$ cat src/rtl/cam_capture_pkg.sv
// Shared types and widths for the camera capture writer.
package cam_capture_pkg;

    localparam int PIXEL_W    = 16;
    localparam int CAM_BYTE_W = 8;

    typedef enum logic [1:0] {
        ST_IDLE    = 2'd0,
        ST_ARM     = 2'd1,
        ST_CAPTURE = 2'd2,
        ST_DONE    = 2'd3
    } cam_state_e;

endpackage

$ cat src/rtl/cam_sync_edge.sv
// Two-flop synchronizer for one asynchronous camera line, with a third flop
// for rising/falling edge detection in the clk_i domain.
module cam_sync_edge (
    input  logic clk_i,
    input  logic reset_n_i,
    input  logic async_i,
    output logic rise_o,
    output logic fall_o
);

    logic [2:0] sync_q;

    always_ff @(posedge clk_i or negedge reset_n_i) begin
        if (!reset_n_i) begin
            sync_q <= 3'b000;
        end else begin
            sync_q <= {sync_q[1:0], async_i};
        end
    end

    assign rise_o = sync_q[1] & ~sync_q[2];
    assign fall_o = ~sync_q[1] & sync_q[2];

endmodule

$ cat src/rtl/cam_capture_writer.sv
// Captures RGB565 frames from a byte-wide camera into a frame-buffer write port.
// Define CAM_CAPTURE_TEST_PATTERN_EN to replace camera pixels with a position pattern.
module cam_capture_writer
    import cam_capture_pkg::*;
#(
    parameter int ADDR_WIDTH = 17,
    parameter int H_PIXELS   = 320,
    parameter int V_LINES    = 240
) (
    input  logic                  clk_i,
    input  logic                  reset_n_i,
    input  logic                  start_i,
    input  logic                  continuous_i,
    input  logic                  cam_pclk_i,
    input  logic                  cam_vsync_i,
    input  logic                  cam_href_i,
    input  logic [CAM_BYTE_W-1:0] cam_data_i,
    output logic [ADDR_WIDTH-1:0] wr_addr_o,
    output logic [PIXEL_W-1:0]    wr_data_o,
    output logic                  wr_en_o,
    output logic                  busy_o,
    output logic                  frame_done_o,
    output logic                  overflow_o,
    output logic [ADDR_WIDTH:0]   pixel_count_o
);

    localparam int                FRAME_PIXELS   = H_PIXELS * V_LINES;
    localparam logic [ADDR_WIDTH:0] FRAME_PIXELS_C = FRAME_PIXELS[ADDR_WIDTH:0];

    cam_state_e state_q, state_d;

    logic                  pclk_rise, pclk_fall_unused;
    logic                  vsync_rise, vsync_fall;
    logic [1:0]            href_sync_q;
    logic                  href_s;
    logic                  phase_q;
    logic [ADDR_WIDTH-1:0] addr_q;
    logic [ADDR_WIDTH:0]   count_q;
    logic [PIXEL_W-1:0]    wr_data_q, pixel_d;
    logic                  wr_en_q, overflow_q;
    logic                  capture_start, byte_edge, low_byte_edge;

    cam_sync_edge u_pclk_sync (
        .clk_i     (clk_i),
        .reset_n_i (reset_n_i),
        .async_i   (cam_pclk_i),
        .rise_o    (pclk_rise),
        .fall_o    (pclk_fall_unused)
    );

    cam_sync_edge u_vsync_sync (
        .clk_i     (clk_i),
        .reset_n_i (reset_n_i),
        .async_i   (cam_vsync_i),
        .rise_o    (vsync_rise),
        .fall_o    (vsync_fall)
    );

    // href travels through the same two-flop depth as pclk so they stay aligned.
    always_ff @(posedge clk_i or negedge reset_n_i) begin
        if (!reset_n_i) begin
            href_sync_q <= 2'b00;
        end else begin
            href_sync_q <= {href_sync_q[0], cam_href_i};
        end
    end

    assign href_s        = href_sync_q[1];
    assign capture_start = (state_q == ST_ARM) && vsync_fall;
    assign byte_edge     = (state_q == ST_CAPTURE) && href_s && pclk_rise;
    assign low_byte_edge = byte_edge && phase_q;

    always_ff @(posedge clk_i or negedge reset_n_i) begin
        if (!reset_n_i) begin
            state_q <= ST_IDLE;
        end else begin
            state_q <= state_d;
        end
    end

    always_comb begin
        state_d = state_q;
        case (state_q)
            ST_IDLE:    if (start_i)    state_d = ST_ARM;
            ST_ARM:     if (vsync_fall) state_d = ST_CAPTURE;
            ST_CAPTURE: if (vsync_rise) state_d = ST_DONE;
            ST_DONE:    state_d = continuous_i ? ST_ARM : ST_IDLE;
            default:    state_d = ST_IDLE;
        endcase
    end

`ifdef CAM_CAPTURE_TEST_PATTERN_EN
    localparam int POS_W = (ADDR_WIDTH > 6) ? ADDR_WIDTH : 6;
    localparam logic [POS_W-1:0] LAST_COL = POS_W'(H_PIXELS - 1);

    logic [POS_W-1:0] col_q, line_q;

    // Position tracks the pixel index of the next write, advancing with each strobe.
    always_ff @(posedge clk_i or negedge reset_n_i) begin
        if (!reset_n_i) begin
            col_q  <= '0;
            line_q <= '0;
        end else begin
            if (wr_en_q) begin
                if (col_q == LAST_COL) begin
                    col_q  <= '0;
                    line_q <= line_q + 1'b1;
                end else begin
                    col_q <= col_q + 1'b1;
                end
            end
            if (capture_start) begin
                col_q  <= '0;
                line_q <= '0;
            end
        end
    end

    assign pixel_d = {col_q[4:0], line_q[5:0], col_q[4:0]};
`else
    logic [CAM_BYTE_W-1:0] data_s1_q, data_s2_q, high_q;

    always_ff @(posedge clk_i or negedge reset_n_i) begin
        if (!reset_n_i) begin
            data_s1_q <= '0;
            data_s2_q <= '0;
            high_q    <= '0;
        end else begin
            data_s1_q <= cam_data_i;
            data_s2_q <= data_s1_q;
            if (byte_edge && !phase_q) begin
                high_q <= data_s2_q;
            end
        end
    end

    assign pixel_d = {high_q, data_s2_q};
`endif

    // A write strobe lands one cycle after the low-byte edge; the address and
    // count advance on the cycle after that strobe.
    always_ff @(posedge clk_i or negedge reset_n_i) begin
        if (!reset_n_i) begin
            phase_q    <= 1'b0;
            addr_q     <= '0;
            count_q    <= '0;
            wr_data_q  <= '0;
            wr_en_q    <= 1'b0;
            overflow_q <= 1'b0;
        end else begin
            wr_en_q <= 1'b0;
            if (wr_en_q) begin
                addr_q  <= addr_q + 1'b1;
                count_q <= count_q + 1'b1;
            end
            if ((state_q == ST_IDLE) && start_i) begin
                overflow_q <= 1'b0;
            end
            if (capture_start) begin
                phase_q <= 1'b0;
                addr_q  <= '0;
                count_q <= '0;
            end else if (state_q == ST_CAPTURE) begin
                if (!href_s) begin
                    phase_q <= 1'b0;
                end else if (pclk_rise) begin
                    phase_q <= ~phase_q;
                end
                if (low_byte_edge) begin
                    if (count_q < FRAME_PIXELS_C) begin
                        wr_en_q   <= 1'b1;
                        wr_data_q <= pixel_d;
                    end else begin
                        overflow_q <= 1'b1;
                    end
                end
            end
        end
    end

    assign wr_addr_o     = addr_q;
    assign wr_data_o     = wr_data_q;
    assign wr_en_o       = wr_en_q;
    assign busy_o        = (state_q != ST_IDLE);
    assign frame_done_o  = (state_q == ST_DONE);
    assign overflow_o    = overflow_q;
    assign pixel_count_o = count_q;

endmodule

$ cat config.mk
export PLATFORM = sky130hd
export DESIGN_NAME = cam_capture_writer
export DESIGN_NICKNAME = d
export VERILOG_FILES = /design/src/rtl/cam_capture_pkg.sv /design/src/rtl/cam_sync_edge.sv /design/src/rtl/cam_capture_writer.sv
export SDC_FILE = /design/constraint.sdc
export NUM_CORES = 1
export LEC_CHECK = 0
export ABC_CLOCK_PERIOD_IN_PS = 2900
export BUFFER_PORTS_ARGS = -buffer_cell sky130_fd_sc_hd__buf_2
export CAP_MARGIN = 40
export CORE_MARGIN = 2
export CORE_UTILIZATION = 28
export DETAILED_ROUTE_END_ITERATION = 12
export SYNTH_ARGS = -nofsm -noshare
export SYNTH_HDL_FRONTEND = slang
export SYNTH_HIERARCHICAL = 1
export SYNTH_SLANG_ARGS = --single-unit
$ cat constraint.sdc
create_clock -name clk_i -period 2.9 [get_ports clk_i]
set_clock_uncertainty 0.1 [all_clocks]
set_input_delay 0.145 -clock clk_i [delete_from_list [all_inputs] [get_ports clk_i]]
set_output_delay 0.145 -clock clk_i [all_outputs]
set_load 0.02 [all_outputs]
After elaboration in Yosys (flattened, before gate mapping)
Index checks and enable logic that the tools add are counted.
- add/subtract/negate cells: 2
- $lt $le $gt $ge: 1
- equal/unequal tests: 7
- muxes and demuxes: 22
- bitwise operators: 8
- reductions and logical operators: 14
- operators with widths (operator ; number):
    two-way mux 18 bit ; 2
    two-way mux 17 bit ; 2
    adder 18 x 1 -> 18 bit (second input constant) ; 1
    < comparator 18 x 17 -> 1 bit (second input constant) ; 1
    adder 17 x 1 -> 17 bit (second input constant) ; 1
    two-way mux 1 bit ; 14
    case mux 2 bit (4 select lines) ; 1
    logical AND 1 bit ; 6
    two-way mux 2 bit ; 3
    nonzero test 2 bit ; 3
    inverter 1 bit ; 5
    equality test 2 bit (second input constant) ; 2
    inequality test 2 bit (second input constant) ; 2
    AND reduction 4 bit ; 1
    bitwise AND 1 bit ; 3
    inequality test 3 x 2 -> 1 bit (second input constant) ; 1
    AND reduction 3 bit ; 1
    equality test 2 x 1 -> 1 bit (second input constant) ; 1
    zero test 2 bit ; 1
    inequality test 2 x 1 -> 1 bit (second input constant) ; 1
    AND reduction 2 bit ; 1
    zero test 1 bit ; 1
- register bits: 88
- input bits: 15
- output and inout bits: 55
- word-level logic and storage cells: 67

Depth between registers and ports, before layout
Gate-level depths: netlist (run 1).
- depth after elaboration: 7
- mapped depth: 7
- gate-level depth less buffers: 6

Modules after synthesis
Netlist (run 1), hierarchy kept.
- modules (own cells, without submodules) (module ; times used ; cells an instance ; area each (um2)):
    cam_capture_writer ; 1 ; 288 ; 3428.3
    cam_sync_edge ; 2 ; 5 ; 90.1

Worst setup path before layout (run 1)
No wires, ideal clock.
- path type: flip-flop to flip-flop
- start: register state_q[1]
- end: register wr_data_q[10], in the netlist wr_data_o[10]
- library setup time: 125 ps
- data arrival time: 1898 ps
- data required time: 2675 ps
- setup slack: 777 ps
- cell stages (with the launch flop): 8
- path buffers: 2
- cell sequence: dfrtp_1 > inv_1 > ha_1 > and2_1 > buf_2 > nor4_4 > buf_6 > mux2_2
- cells in the longest elaborated chain, start to end: 5
- elaborated cells between the ends (all ways): 8
- RTL lines (what ; line ; source):
    start, declared ; cam_capture_writer.sv:30 ; cam_state_e state_q, state_d;
    start signal, assigned ; cam_capture_writer.sv:77 ; state_q <= state_d;
    equality test 2 bit ; cam_capture_writer.sv:70, cam_capture_writer.sv:163 ;
    logical AND 1 bit (2 in a row) ; cam_capture_writer.sv:70 ; assign byte_edge = (state_q == ST_CAPTURE) && href_s && pclk_rise;
    logical AND 1 bit ; cam_capture_writer.sv:71 ; assign low_byte_edge = byte_edge && phase_q;
    AND reduction 4 bit (no source line) * ; n/a ;
    end signal, assigned ; cam_capture_writer.sv:172 ; wr_data_q <= pixel_d;
    end, declared ; cam_capture_writer.sv:39 ; logic [PIXEL_W-1:0] wr_data_q, pixel_d;
Mark *: on every way between the ends. The rest lies on a longest branch, timed or not.
A chain may end at the register's enable or synchronous reset.

Worst setup path in the final report (run 1)
- start: register state_q[0]
- end: register wr_data_q[10], in the netlist wr_data_o[10]
Same word-level chain as after synthesis.

==> results of run 1 <==
-- sequential cells by signal, indices dropped and copies added (netlist names), 2 cells and up --
name                 cells
pixel_count_o           18
href_sync_q              2
u_pclk_sync/sync_q       3
state_q                  2
wr_addr_o               17
high_q                   8
data_s2_q                8
data_s1_q                8
wr_data_o               16
u_vsync_sync/sync_q      3
-- cell type report --
class | count | area (sq um) | share of cell area
sequential | 88 | 2200 | 0.480
clock inverter | 4 | 52.6 | 0.0114
clock buffer | 12 | 256 | 0.0559
tap | 172 | 215 | 0.0469
timing repair buffer | 84 | 503 | 0.110
inverter | 9 | 33.8 | 0.00736
multi-input combinational | 194 | 1330 | 0.289
-- worst max path at each step --
stage,endpoint,cells past startpoint
after floorplan,wr_data_o[10],7
after global placement,wr_data_o[7],6
after detailed placement,wr_data_o[10],6
after CTS,wr_data_o[10],6
after global routing,wr_data_o[1],6
final,wr_data_o[10],6
-- per-layer routing --
| metal | global-route usage | up-vias | share of wire |
|---|---|---|---|
| met4 | 0.0392 | 0 | 0.014 |
| li1 | - | 1231 | - |
| met3 | 0.0375 | 9 | 0.049 |
| met5 | 0 | - | 0 |
| met1 | 0.147 | 1253 | 0.46 |
| met2 | 0.190 | 56 | 0.47 |
-- where the power goes --
group | total (mW) | internal, mW | leakage, nW | switching (mW)
Sequential | 1.50 | 1.39 | 1.15 | 0.105
Clock | 1.18 | 0.716 | 0.153 | 0.467
Combinational | 0.592 | 0.257 | 0.875 | 0.336
-- critical path, stage by stage, from the launching register on --
cell,delay [ns]
dfrtp_1,0.40
inv_1,0.14
ha_1,0.20
nand2_1,0.12
nor4_4,0.26
buf_4,0.30
mux2_2,0.37
-- what timing repair did --
action | in CTS | in global routing
setup endpoints to repair | 0 | 0
hold endpoints to repair | 50 | 0
hold buffers | 12 | 0
==> metrics.txt, run 1 <==
Die W 117 microns; clock root buffer master clkbuf_16; most common cell after layout, fill and taps aside dfrtp_1; Period minus WS final 2.01 ns; Worst-Margin Slew 0.566 ns; r2r startpoint state_q[0]; non-filler instance count after layout 563; global route total overflow 0; crit path launch state_q[0]; number of I/O port buffers 69; final-report setup violation count 0; Crit Path Category flip-flop to flip-flop; Worst EP required 3.02 ns; Total GRT Usage 0.117; Worst Hold Class input pin to flip-flop; endpoint class of the critical path flip-flop; CTS max path bufs 2; Reg2Reg Capture Point wr_data_o[10]; Final WS setup 0.887 ns; initial antenna violation count 0; launching element type of the critical path flip-flop; TritonCTS Buffers 9; Crit Path Max Fanout 17; drt total wl 7500 microns; layout net count 408; vias in the first global route 2548; Via Count 2549; Die Ht 117 microns; worst path arrival time 2.13 ns; R2R cell count 6; WHS Endpoint overflow_o; Clock Pin Slew Worst Setup and Hold Paths 0.06 ns; largest net degree at the start of global routing 50; drt via density 4.53; fin util 0.365; initial DRC count 119; clk_lat worst skew 0.33 ns; register-to-register setup slack 0.89 ns; CTS tree done; Resized Gates After CTS 0; synthesized area 3600 sq um; detailed placement HPWL 5050 microns; first-pass GRT wire length 12900 microns; outcome finished clean; setup_tns 0 ns; Final Wtd Congestion 0.756; Power Density 713 nW/um^2; fillers 1201; final hold violation count 0; fin. max-slew vios 0; DRT Pass-1 Iters 4; setup bufs post-CTS 0; VDD IR max 0.000430 V; dpl cell area 4160 sq um; Rows 41; antenna viol nets, final 0; RSZ-0062 raised after global routing no; FMAX 497 MHz; synthesis-to-finish area growth 27.6%; # H-tree levels 3; most frequent cells in the layout 88 x dfrtp_1, 68 x buf_2, 30 x nor2_1; Max Cap Viol 0; TritonCTS Sinks 88; placed cell count 535; layout cells sized above 1 0.302; die area 13800 sq um; final worst-path cycle share 0.694; syn_area_per_cell 12.1 sq um; Pwr Total 3.28 mW; hold path depth 3; synth warn 6; Worst Hold Margin 0.0197 ns; Starting Density 0.286; Remaining DRCs 0; syn nets 319; post-DR wirelength/cell 13.3 microns; n_diodes 0; area of the core 12600 sq um; hold_sp start_i; Place WS 0.861 ns; normalized max-slew margin 0.623; Synth Instances 297; I/O pins 70; Leakage Power 2.18 nW; fin area 4590 sq um
Power figures use the tool's default switching activity.
==> inputs of run 2 (changes only) <==
--- a/config.mk
+++ b/config.mk
@@ -5,7 +5,8 @@
 export SDC_FILE = /design/constraint.sdc
 export NUM_CORES = 1
 export LEC_CHECK = 0
-export ABC_CLOCK_PERIOD_IN_PS = 2900
+export ABC_AREA = 1
+export ABC_CLOCK_PERIOD_IN_PS = 2050
 export BUFFER_PORTS_ARGS = -buffer_cell sky130_fd_sc_hd__buf_2
 export CAP_MARGIN = 40
 export CORE_MARGIN = 2
==> constraint.sdc (replaced) <==
create_clock -name clk_i -period 2.05 [get_ports clk_i]
set_clock_uncertainty 0.1 [all_clocks]
set_input_delay 0.1025 -clock clk_i [delete_from_list [all_inputs] [get_ports clk_i]]
set_output_delay 0.1025 -clock clk_i [all_outputs]
set_load 0.02 [all_outputs]
==> metrics.txt, run 2 <==
Die W 122 microns; number of I/O port buffers 69; area of the core 13700 sq um; crit path launch state_q[0]; global route total overflow 0; synthesis-to-finish area growth 26.3%; post-DR wirelength/cell 12.8 microns; final hold violation count 0; Via Count 3133; CTS max path bufs 2; R2R cell count 6; Synth Instances 430; Die Ht 122 microns; TritonCTS Buffers 9; Power Density 967 nW/um^2; largest net degree at the start of global routing 42; Leakage Power 2.63 nW; FMAX 565 MHz; final-report setup violation count 0; register-to-register setup slack 0.28 ns; syn_area_per_cell 9.02 sq um; drt via density 4.43; Reg2Reg Capture Point high_q[1]; Clock Pin Slew Worst Setup and Hold Paths 0.07 ns; met2 Use GR 0.198; # H-tree levels 3; most common cell after layout, fill and taps aside nand2_1; endpoint class of the critical path flip-flop; Remaining DRCs 0; most frequent cells in the layout 114 x nand2_1, 88 x dfrtp_1, 68 x buf_2; Final Wtd Congestion 0.788; drt total wl 9050 microns; launching element type of the critical path flip-flop; layout cells sized above 1 0.233; met1 GRT Util 0.176; Critical Path Most Common Cell nand2_1; clk_lat worst skew 0.34 ns; Rows 43; outcome finished clean; worst setup path end high_q[1]; CP Cell Sequence inv_1, ha_1, nand2_1, nor2_2, nand2_1, mux2_2; vias in the first global route 3024; syn nets 452; synthesized area 3880 sq um; n_diodes 0; RSZ-0062 raised after global routing no; layout net count 545; initial DRC count 147; r2r startpoint state_q[0]; detailed placement HPWL 6480 microns; GR peak layer met2; M3 GR Usage 0.0328; VDD IR max 0.000386 V; Worst Hold Class input pin to async pin; DRT Pass-1 Iters 7; normalized max-slew margin 0.631; synth warn 6; worst path arrival time 1.89 ns; initial antenna violation count 0; Worst-Margin Slew 0.554 ns; Period minus WS final 1.77 ns; Slowest-stage cell, CP dfrtp_1; fin. max-slew vios 0; number of flip-flops in the largest register 18; dpl cell area 4460 sq um; setup_tns 0 ns; die area 14800 sq um; CTS tree done; antenna viol nets, final 0; fin area 4900 sq um; Max Cap Viol 0; Total GRT Usage 0.131; setup bufs post-CTS 0; Worst EP required 2.17 ns; first-pass GRT wire length 15000 microns; Starting Density 0.283; Crit Path Category flip-flop to flip-flop; final worst-path cycle share 0.863; TritonCTS Sinks 88; Crit Path Max Fanout 9; I/O pins 70; max incr delay on CP 0.40 ns; clock root buffer master clkbuf_16
==> run 2: critical path, delay by kind of cell (launching register included) <==
| family | cells | cell delay, ns |
|---|---|---|
| fa+ha+maj | 1 | 0.18 |
| buf+inv | 1 | 0.14 |
| flops | 1 | 0.40 |
| mux | 1 | 0.36 |
| simple gates | 3 | 0.47 |
==> run 2: timing repair <==
action | 4_1_cts | 5_1_grt
setup endpoints to repair | 0 | 0
endpoints found under the hold margin | 51 | 0
gates resized for setup | 0 | 0
hold buffers | 14 | 0
==> run 2: cell type report <==
cell class,count,area (sq um)
Sequential cell,88,2200
Multi-Input combinational cell,280,1420
Fill cell,1396,8820
Clock buffer,9,225
Clock inverter,7,77.6
Timing Repair Buffer,92,556
Tap cell,180,225
Inverter,52,195
==> run 2: worst min path at each step <==
stage,start,end,slack (ns),cells past startpoint
final,reset_n_i,wr_addr_o[1],0.18,2
after global routing,reset_n_i,wr_addr_o[1],0.24,2
after CTS,reset_n_i,wr_addr_o[1],0.20,2
after detailed placement,reset_n_i,wr_addr_o[1],0.03,1
after global placement,reset_n_i,wr_addr_o[1],0.009,1
after floorplan,reset_n_i,data_s1_q[0],-0.29,0
==> run 2: where the power goes <==
| part | leakage (nW) | internal, mW | switching [mW] |
|---|---|---|---|
| Combinational | 1.33 | 0.350 | 0.558 |
| Clock | 0.146 | 0.955 | 0.716 |
| Sequential | 1.15 | 1.99 | 0.169 |
| Total | 2.63 | 3.30 | 1.44 |
==> run 2: routing by layer <==
layer | vias up | wire [microns] | part of all wire
li1 | 1565 | - | -
met1 | 1481 | 4130 | 0.46
met2 | 75 | 4290 | 0.47
met3 | 12 | 441 | 0.049
met4 | 0 | 189 | 0.021
met5 | - | 0 | 0
==> run 2: metrics by stage <==
stage	instances	hold WS, ns	setup slack, ns	power (mW)	utilization
global route	708	0.244	0.143	5.01	0.357
finish	708	0.177	0.280	4.74	0.357
global placement	678	0.00918	0.364	3.06	0.325
detailed placement	678	0.0275	0.306	3.09	0.325
CTS	708	0.201	0.297	4.79	0.357
floorplan	430	-0.293	0.406	2.75	-
